--- config.mk ---
export PLATFORM = sky130hd
export DESIGN_NAME = controller
export DESIGN_NICKNAME = d
export VERILOG_FILES = /design/src/rtl/controller_pkg.sv /design/src/rtl/controller_cond_unit.sv /design/src/rtl/controller.sv
export SDC_FILE = /design/constraint.sdc
export NUM_CORES = 1
export LEC_CHECK = 0
export ABC_AREA = 1
export CAP_MARGIN = 40
export CORE_AREA = 4 4 53 55
export DETAILED_ROUTE_END_ITERATION = 6
export DIE_AREA = 0 0 57 59
export GPL_TIMING_DRIVEN = 0
export PLACE_DENSITY = 0.89
export SLEW_MARGIN = 20
export SYNTH_ARGS = -nofsm -noshare
export SYNTH_HDL_FRONTEND = slang
export SYNTH_SLANG_ARGS = --single-unit
--- constraint.sdc ---
create_clock -name clk -period 2.6 [get_ports clk]
set_input_delay 0.52 -clock clk [delete_from_list [all_inputs] [get_ports clk]]
set_output_delay 0.52 -clock clk [all_outputs]
set_load 0.05 [all_outputs]
--- src/rtl/controller_pkg.sv ---
// ============================================================================
// Module   : controller_pkg
// Brief    : Shared encodings for the multicycle ARM control unit.
// Revision : 1.0
// ============================================================================
`default_nettype none

package controller_pkg;

  typedef enum logic [3:0] {
    S_FETCH  = 4'd0,
    S_DECODE = 4'd1,
    S_MEMADR = 4'd2,
    S_MEMRD  = 4'd3,
    S_MEMWB  = 4'd4,
    S_MEMWR  = 4'd5,
    S_EXECR  = 4'd6,
    S_EXECI  = 4'd7,
    S_ALUWB  = 4'd8,
    S_BRANCH = 4'd9
  } state_t;

  localparam logic [2:0] c_ALU_ADD = 3'b000;
  localparam logic [2:0] c_ALU_SUB = 3'b001;
  localparam logic [2:0] c_ALU_AND = 3'b010;
  localparam logic [2:0] c_ALU_ORR = 3'b011;

  localparam logic [1:0] c_SRCA_REG = 2'b00;
  localparam logic [1:0] c_SRCA_PC  = 2'b01;

  localparam logic [1:0] c_SRCB_RM   = 2'b00;
  localparam logic [1:0] c_SRCB_IMM  = 2'b01;
  localparam logic [1:0] c_SRCB_FOUR = 2'b10;

  localparam logic [1:0] c_RES_ALUOUT    = 2'b00;
  localparam logic [1:0] c_RES_DATA      = 2'b01;
  localparam logic [1:0] c_RES_ALURESULT = 2'b10;

  localparam logic [3:0] c_CMD_ADD = 4'b0100;
  localparam logic [3:0] c_CMD_SUB = 4'b0010;
  localparam logic [3:0] c_CMD_CMP = 4'b1010;
  localparam logic [3:0] c_CMD_AND = 4'b0000;
  localparam logic [3:0] c_CMD_ORR = 4'b1100;
  localparam logic [3:0] c_CMD_MOV = 4'b1101;

  localparam logic [3:0] c_COND_EQ = 4'b0000;
  localparam logic [3:0] c_COND_NE = 4'b0001;
  localparam logic [3:0] c_COND_CS = 4'b0010;
  localparam logic [3:0] c_COND_CC = 4'b0011;
  localparam logic [3:0] c_COND_MI = 4'b0100;
  localparam logic [3:0] c_COND_PL = 4'b0101;
  localparam logic [3:0] c_COND_VS = 4'b0110;
  localparam logic [3:0] c_COND_VC = 4'b0111;
  localparam logic [3:0] c_COND_HI = 4'b1000;
  localparam logic [3:0] c_COND_LS = 4'b1001;
  localparam logic [3:0] c_COND_GE = 4'b1010;
  localparam logic [3:0] c_COND_LT = 4'b1011;
  localparam logic [3:0] c_COND_GT = 4'b1100;
  localparam logic [3:0] c_COND_LE = 4'b1101;
  localparam logic [3:0] c_COND_AL = 4'b1110;

  // flags are packed {N,Z,C,V}; the reserved 1111 condition never executes
  function automatic logic cond_holds(input logic [3:0] cond, input logic [3:0] flags);
    logic n, z, c, v;
    {n, z, c, v} = flags;
    case (cond)
      c_COND_EQ: cond_holds = z;
      c_COND_NE: cond_holds = ~z;
      c_COND_CS: cond_holds = c;
      c_COND_CC: cond_holds = ~c;
      c_COND_MI: cond_holds = n;
      c_COND_PL: cond_holds = ~n;
      c_COND_VS: cond_holds = v;
      c_COND_VC: cond_holds = ~v;
      c_COND_HI: cond_holds = c & ~z;
      c_COND_LS: cond_holds = ~c | z;
      c_COND_GE: cond_holds = (n == v);
      c_COND_LT: cond_holds = (n != v);
      c_COND_GT: cond_holds = ~z & (n == v);
      c_COND_LE: cond_holds = z | (n != v);
      c_COND_AL: cond_holds = 1'b1;
      default:   cond_holds = 1'b0;
    endcase
  endfunction

endpackage

`default_nettype wire

--- src/rtl/controller_cond_unit.sv ---
// ============================================================================
// Module   : cond_unit
// Brief    : NZCV flags register, condition evaluation and flag-write gating.
// Revision : 1.0
// ============================================================================
`default_nettype none

module cond_unit
  import controller_pkg::*;
(
  input  logic       clk,
  input  logic       rst,
  input  logic [3:0] i_cond,
  input  logic [3:0] i_alu_flags,
  input  logic       i_exec,
  input  logic       i_s,
  input  logic [3:0] i_cmd,
  output logic       o_cond_ex
);

  logic [3:0] r_flags;
  logic       w_cond_ex;
  logic       w_nz_en;
  logic       w_cv_en;

  assign w_cond_ex = cond_holds(i_cond, r_flags);
  assign o_cond_ex = w_cond_ex;

  // Unknown commands leave every flag alone; only arithmetic ops touch C and V.
  assign w_cv_en = (i_cmd == c_CMD_ADD) || (i_cmd == c_CMD_SUB) || (i_cmd == c_CMD_CMP);
  assign w_nz_en = w_cv_en || (i_cmd == c_CMD_AND) || (i_cmd == c_CMD_ORR) ||
                   (i_cmd == c_CMD_MOV);

  always_ff @(posedge clk) begin
    if (rst) begin
      r_flags <= 4'b0000;
    end else if (i_exec && i_s && w_cond_ex && w_nz_en) begin
      r_flags[3:2] <= i_alu_flags[3:2];
      if (w_cv_en) begin
        r_flags[1:0] <= i_alu_flags[1:0];
      end
    end
  end

endmodule

`default_nettype wire

--- src/rtl/controller.sv ---
// ============================================================================
// Module   : controller
// Brief    : Multicycle ARM control unit: main FSM, decode and write gating.
// Revision : 1.0
// ============================================================================
`default_nettype none

module controller
  import controller_pkg::*;
(
  input  logic        clk,
  input  logic        reset,
  input  logic [31:0] Instr,
  input  logic [3:0]  ALUFlags,
  output logic        PCWrite,
  output logic        MemWrite,
  output logic        RegWrite,
  output logic        IRWrite,
  output logic        AdrSrc,
  output logic [1:0]  RegSrc,
  output logic [1:0]  ALUSrcA,
  output logic [1:0]  ALUSrcB,
  output logic [1:0]  ResultSrc,
  output logic [1:0]  ImmSrc,
  output logic [2:0]  ALUControl,
  output logic        isShift
);

  state_t     r_state;
  logic [1:0] w_op;
  logic       w_i;
  logic [3:0] w_cmd;
  logic       w_l;
  logic       w_rd_pc;
  logic       w_cond_ex;
  logic       w_exec;
  logic [2:0] w_exec_alu;
  logic       w_is_mov;
  logic       w_no_write;
  logic       w_pc_we;
  logic       w_reg_we;
  logic       w_mem_we;
  logic       w_ir_we;
  logic       w_unused;

  assign w_op     = Instr[27:26];
  assign w_i      = Instr[25];
  assign w_cmd    = Instr[24:21];
  assign w_l      = Instr[20];
  assign w_rd_pc  = (Instr[15:12] == 4'hF);
  assign w_exec   = (r_state == S_EXECR) || (r_state == S_EXECI);
  assign w_unused = ^{Instr[19:16], Instr[11:0]};

  cond_unit u_cond_unit (
    .clk         (clk),
    .rst         (reset),
    .i_cond      (Instr[31:28]),
    .i_alu_flags (ALUFlags),
    .i_exec      (w_exec),
    .i_s         (w_l),
    .i_cmd       (w_cmd),
    .o_cond_ex   (w_cond_ex)
  );

  always_comb begin
    w_exec_alu = c_ALU_ADD;
    w_is_mov   = 1'b0;
    w_no_write = 1'b0;
    case (w_cmd)
      c_CMD_ADD: w_exec_alu = c_ALU_ADD;
      c_CMD_SUB: w_exec_alu = c_ALU_SUB;
      c_CMD_CMP: begin
        w_exec_alu = c_ALU_SUB;
        w_no_write = 1'b1;
      end
      c_CMD_AND: w_exec_alu = c_ALU_AND;
      c_CMD_ORR: w_exec_alu = c_ALU_ORR;
      c_CMD_MOV: w_is_mov = 1'b1;
      default:   w_no_write = 1'b1;
    endcase
  end

  always_ff @(posedge clk) begin
    if (reset) begin
      r_state <= S_FETCH;
    end else begin
      case (r_state)
        S_FETCH:  r_state <= S_DECODE;
        S_DECODE: begin
          case (w_op)
            2'b01:   r_state <= S_MEMADR;
            2'b00:   r_state <= w_i ? S_EXECI : S_EXECR;
            2'b10:   r_state <= S_BRANCH;
            default: r_state <= S_FETCH;
          endcase
        end
        S_MEMADR: r_state <= w_l ? S_MEMRD : S_MEMWR;
        S_MEMRD:  r_state <= S_MEMWB;
        S_EXECR,
        S_EXECI:  r_state <= S_ALUWB;
        default:  r_state <= S_FETCH;
      endcase
    end
  end

  always_comb begin
    w_pc_we    = 1'b0;
    w_reg_we   = 1'b0;
    w_mem_we   = 1'b0;
    w_ir_we    = 1'b0;
    AdrSrc     = 1'b0;
    ALUSrcA    = c_SRCA_REG;
    ALUSrcB    = c_SRCB_RM;
    ResultSrc  = c_RES_ALUOUT;
    ALUControl = c_ALU_ADD;
    isShift    = 1'b0;
    case (r_state)
      S_FETCH: begin
        w_ir_we   = 1'b1;
        w_pc_we   = 1'b1;
        ALUSrcA   = c_SRCA_PC;
        ALUSrcB   = c_SRCB_FOUR;
        ResultSrc = c_RES_ALURESULT;
      end
      S_DECODE: begin
        ALUSrcA   = c_SRCA_PC;
        ALUSrcB   = c_SRCB_FOUR;
        ResultSrc = c_RES_ALURESULT;
      end
      S_MEMADR: ALUSrcB = c_SRCB_IMM;
      S_MEMRD:  AdrSrc = 1'b1;
      S_MEMWB: begin
        ResultSrc = c_RES_DATA;
        w_reg_we  = w_cond_ex;
        w_pc_we   = w_cond_ex & w_rd_pc;
      end
      S_MEMWR: begin
        AdrSrc   = 1'b1;
        w_mem_we = w_cond_ex;
      end
      S_EXECR: begin
        ALUControl = w_exec_alu;
        isShift    = w_is_mov;
      end
      S_EXECI: begin
        ALUSrcB    = c_SRCB_IMM;
        ALUControl = w_exec_alu;
        isShift    = w_is_mov;
      end
      S_ALUWB: begin
        w_reg_we = w_cond_ex & ~w_no_write;
        w_pc_we  = w_cond_ex & w_rd_pc;
      end
      S_BRANCH: begin
        ALUSrcB   = c_SRCB_IMM;
        ResultSrc = c_RES_ALURESULT;
        w_pc_we   = w_cond_ex;
      end
      default: ;
    endcase
  end

  // Architectural write strobes are held off for the whole reset window.
  assign PCWrite  = w_pc_we  & ~reset;
  assign RegWrite = w_reg_we & ~reset;
  assign MemWrite = w_mem_we & ~reset;
  assign IRWrite  = w_ir_we  & ~reset;

  assign RegSrc = {(w_op == 2'b01) & ~w_l, (w_op == 2'b10)};
  assign ImmSrc = w_op;

endmodule

`default_nettype wire

==> out/metrics.csv <==
stage,metric,value,unit
cts,cts_tree,yes,
cts,path_clk_slew,0.05,ns
setup_path,slowest_delay,0.81,ns
timing,relSlewSlack,66.4,%
synthesis,synth-seq-cells,8,
power_and_ir_drop,power_frac_clock,20.2,%
global_routing,track_usage,13.5,%
detailed_routing,via_count,1041,
power_and_ir_drop,switching_share,39.8,%
detailed_routing,drt_first_pass_iters,4,
cts,clock_tree.root_cell,clkbuf_4,
cts,cts_num_sinks,8,
synthesis,ys_seq_area_share,18.5,%
die,die_h,59,um
cts,hold_buffers,0,
power_and_ir_drop,p_seq_share,30.9,%
cts,cts_made_buffers,3,
placed_design,port_buffers,38,
cts,clk-insertion-delay-late,0.24,ns
die,core_area,0.00239,mm^2
synthesis,synth_cell_types,28,
timing,slew_viol_final,0,
setup_path,crit_slowest_cell,clkdlybuf4s50_1,
setup_path,path_common_cell,clkdlybuf4s50_1,
final_layout,final_cells,233,
worst_hold_path,hold_start,u_cond_unit.r_flags[3],
detailed_routing,antenna_left,0,
placed_design,dp_cells,230,
final_layout,areaGrowthSynthToFinish,53.0,%
die,dieArea,0.00336,mm^2
power_and_ir_drop,power.leakage,0.703,nW
synthesis,avgSynthCellArea,5.39,um^2
placed_design,pre_cts_slack,-0.696,ns
timing,hold_viol_final,0,
detailed_routing,avgViaCountPerCell,4.47,
synthesis,syn_area,867,um^2
flow_run,maxCapViolCount,0,
timing,fmax,403,MHz
synthesis,synth_warnings,0,
detailed_routing,routedWlPerCell,9.29,um
placed_design,routabilityCongestion,0.803,
cts,post-cts-setup-buffer-count,0,
setup_path,crit_chain,clkdlybuf4s50_1 -> nor2_1 -> clkdlybuf4s50_1,
setup_path,crit_required,2.08,ns
cts,htreeDepth,1,
setup_path,critical_path.max_fanout,6,
timing,period_minus_slack,2.48,ns
die,row_count,18,
setup_path,cp-end-kind,primary output,
power_and_ir_drop,ir_drop,320,uV
timing,setup_viol,0,
die,pin_count,57,
detailed_routing,post-route-drc-count,0,
outcome,outcome,"complete, no violations",
setup_path,crit_arrival,1.96,ns
timing,rsz0062_at_grt,no,
timing,fin_skew,0.00275,ns
power_and_ir_drop,p_per_area,323,mW/mm^2
final_layout,fin_nets,243,
die,start_util,36.3,%
worst_hold_path,hold_class,flip-flop to flip-flop,
setup_path,critPathKind,input port to primary output,
setup_path,crit_family,buffers and inverters,
global_routing,grt-ovfl-total,0,
setup_path,cp-startpoint,reset,
placed_design,dp_hpwl,1830,um
global_routing,grt_pass1_vias,958,
power_and_ir_drop,power.share.combinational,49.0,%
setup_path,r2r_start,u_cond_unit.r_flags[3],
setup_path,cp.buffers_inverters,2,
timing,min_period_over_period,95.6,%
power_and_ir_drop,p_int,0.258,mW
synthesis,syn_inst,161,
detailed_routing,wl,2170,um
cts,clock_path_buffers,2,
die,fp.dieW,57,um
global_routing,antenna_found_initial,0,
timing,worst_pin_slew,0.504,ns
global_routing,grt_max_degree,8,
setup_path,cp-start-kind,input port,
final_layout,drive_gt1_share,14.8,%
global_routing,grt_pass1_wl,3760,um
timing,fin_ws,0.116,ns
power_and_ir_drop,switchingPower,0.171,mW
detailed_routing,drt-initial-drc-count,16,
final_layout,diodes,0,
-- state kept, by name, indices dropped and copies added, names as in the netlist --
| signal | flops |
|---|---|
| r_state | 4 |
| u_cond_unit.r_flags | 4 |
-- area by class of cell --
| class | count | area (um^2) |
|---|---|---|
| fill | 246 | 1060 |
| buffer | 4 | 30.0 |
| multi-input combinational | 118 | 572 |
| sequential | 8 | 160 |
| tap | 30 | 37.5 |
| clock buffer | 3 | 22.5 |
| inverter | 32 | 120 |
| timing repair buffer | 38 | 384 |
-- synth_stat cells (all sizes together) --
| cell type | number | area [um^2] |
|---|---|---|
| o22ai | 1 | 6.26 |
| o21a | 1 | 7.51 |
| or2 | 1 | 6.26 |
| nand4 | 2 | 12.5 |
| a21boi | 1 | 11.3 |
| inv | 31 | 116 |
| clkinv | 1 | 3.75 |
| a31oi | 1 | 6.26 |
| conb | 1 | 3.75 |
| and3 | 1 | 6.26 |
| buf | 4 | 30.0 |
| a21oi | 6 | 30.0 |
| nand2 | 39 | 164 |
| nor2 | 37 | 159 |
| nor3 | 4 | 20.0 |
| a211oi | 1 | 7.51 |
| nand3 | 12 | 65.1 |
| o21ai | 8 | 43.8 |
| o211ai | 1 | 7.51 |
| dfxtp | 8 | 160 |
-- per-stage QoR --
stage	hold WS (ns)	setup TNS, ns	util (%)	cell area (um^2)	total power [mW]
5_1_grt	0.566	0	55.6	1330	0.459
2_1_floorplan	0.476	0	-	871	0.267
4_1_cts	0.522	-0.0611	54.8	1310	0.434
3_3_place_gp	0.512	-2.20	54.0	1290	0.346
6_report	0.523	0	55.6	1330	0.429
3_5_place_dp	0.514	-2.28	54.0	1290	0.346
-- cell families (layout without fill, tap and decap cells) --
kind of cell	count (synthesis)	after routing	share of synthesized area, %
AO/OA/AOI/OAI	20	20	13.9
buffers and inverters	36	77	17.3
flip-flops	8	8	18.5
other	1	2	0.432
AND/OR/NAND/NOR	96	96	49.9
-- per-layer routing --
metal	vias to the layer above	GRT usage [%]	part of all wire, %	routed length [um]
li1	579	-	-	-
met1	424	15.9	44	954
met2	34	24.3	48	1030
met3	4	3.92	7.3	158
met4	0	2.98	0.88	19
met5	-	0	0	0
-- cells in the final DEF, fill, tap and decap left out --
| master | netlist | routed |
|---|---|---|
| inv_2 | 5 | 5 |
| nor2_1 | 33 | 31 |
| o21a_1 | 1 | 1 |
| a21oi_2 | 0 | 1 |
| a21boi_2 | 1 | 1 |
| buf_6 | 0 | 2 |
| o21ai_1 | 3 | 3 |
| nand2_2 | 1 | 2 |
| nand3_2 | 1 | 1 |
| buf_4 | 4 | 5 |
| dlymetal6s2s_1 | 0 | 5 |
| a21oi_1 | 6 | 5 |
| o21ai_2 | 1 | 1 |
| or2_2 | 1 | 1 |
| o21ai_0 | 4 | 4 |
| nand4_1 | 2 | 2 |
| o22ai_1 | 1 | 1 |
| dlygate4sd2_1 | 0 | 7 |
| clkinv_1 | 1 | 1 |
| nor2_2 | 2 | 4 |
| clkdlybuf4s50_1 | 0 | 23 |
| nor2_4 | 2 | 2 |
| o211ai_1 | 1 | 1 |
| a31oi_1 | 1 | 1 |
| a211oi_1 | 1 | 1 |
| and3_1 | 1 | 1 |
| nand2_4 | 2 | 2 |
| clkbuf_4 | 0 | 3 |
| conb_1 | 1 | 2 |
| nor3_1 | 4 | 4 |
| inv_1 | 26 | 26 |
| nand3_1 | 11 | 11 |
| dfxtp_1 | 8 | 8 |
| nand2_1 | 36 | 35 |
-- power groups by stage --
stage               clock network, mW  registers [mW]  logic, mW
finish                         0.0864           0.132      0.210
global route                   0.0993           0.132      0.228
CTS                            0.0922           0.132      0.210
detailed placement                  0           0.135      0.212
global placement                    0           0.134      0.211
floorplan                           0           0.133      0.134
-- tightest hold or removal path, delay by kind of cell, from the launching register on --
family	cells	cell delay (ns)
and+or+nand+nor	2	0.15
DFF	1	0.33
-- worst paths after layout --
path | to | slack (ns) | cells past startpoint
worst max-delay path | IRWrite | 0.12 | 3
worst min-delay path | u_cond_unit.r_flags[3] | 0.52 | 2
worst max register to register | u_cond_unit.r_flags[2] | 1.22 | 11
worst min register to register | u_cond_unit.r_flags[3] | 0.52 | 2
-- repair_timing --
action                                  in CTS  in global routing
pin swaps                                    1                  0
endpoints found under the setup margin       8                  6
gates resized for setup                     29                  7
No activity file was read; power rests on OpenSTA's default activity.
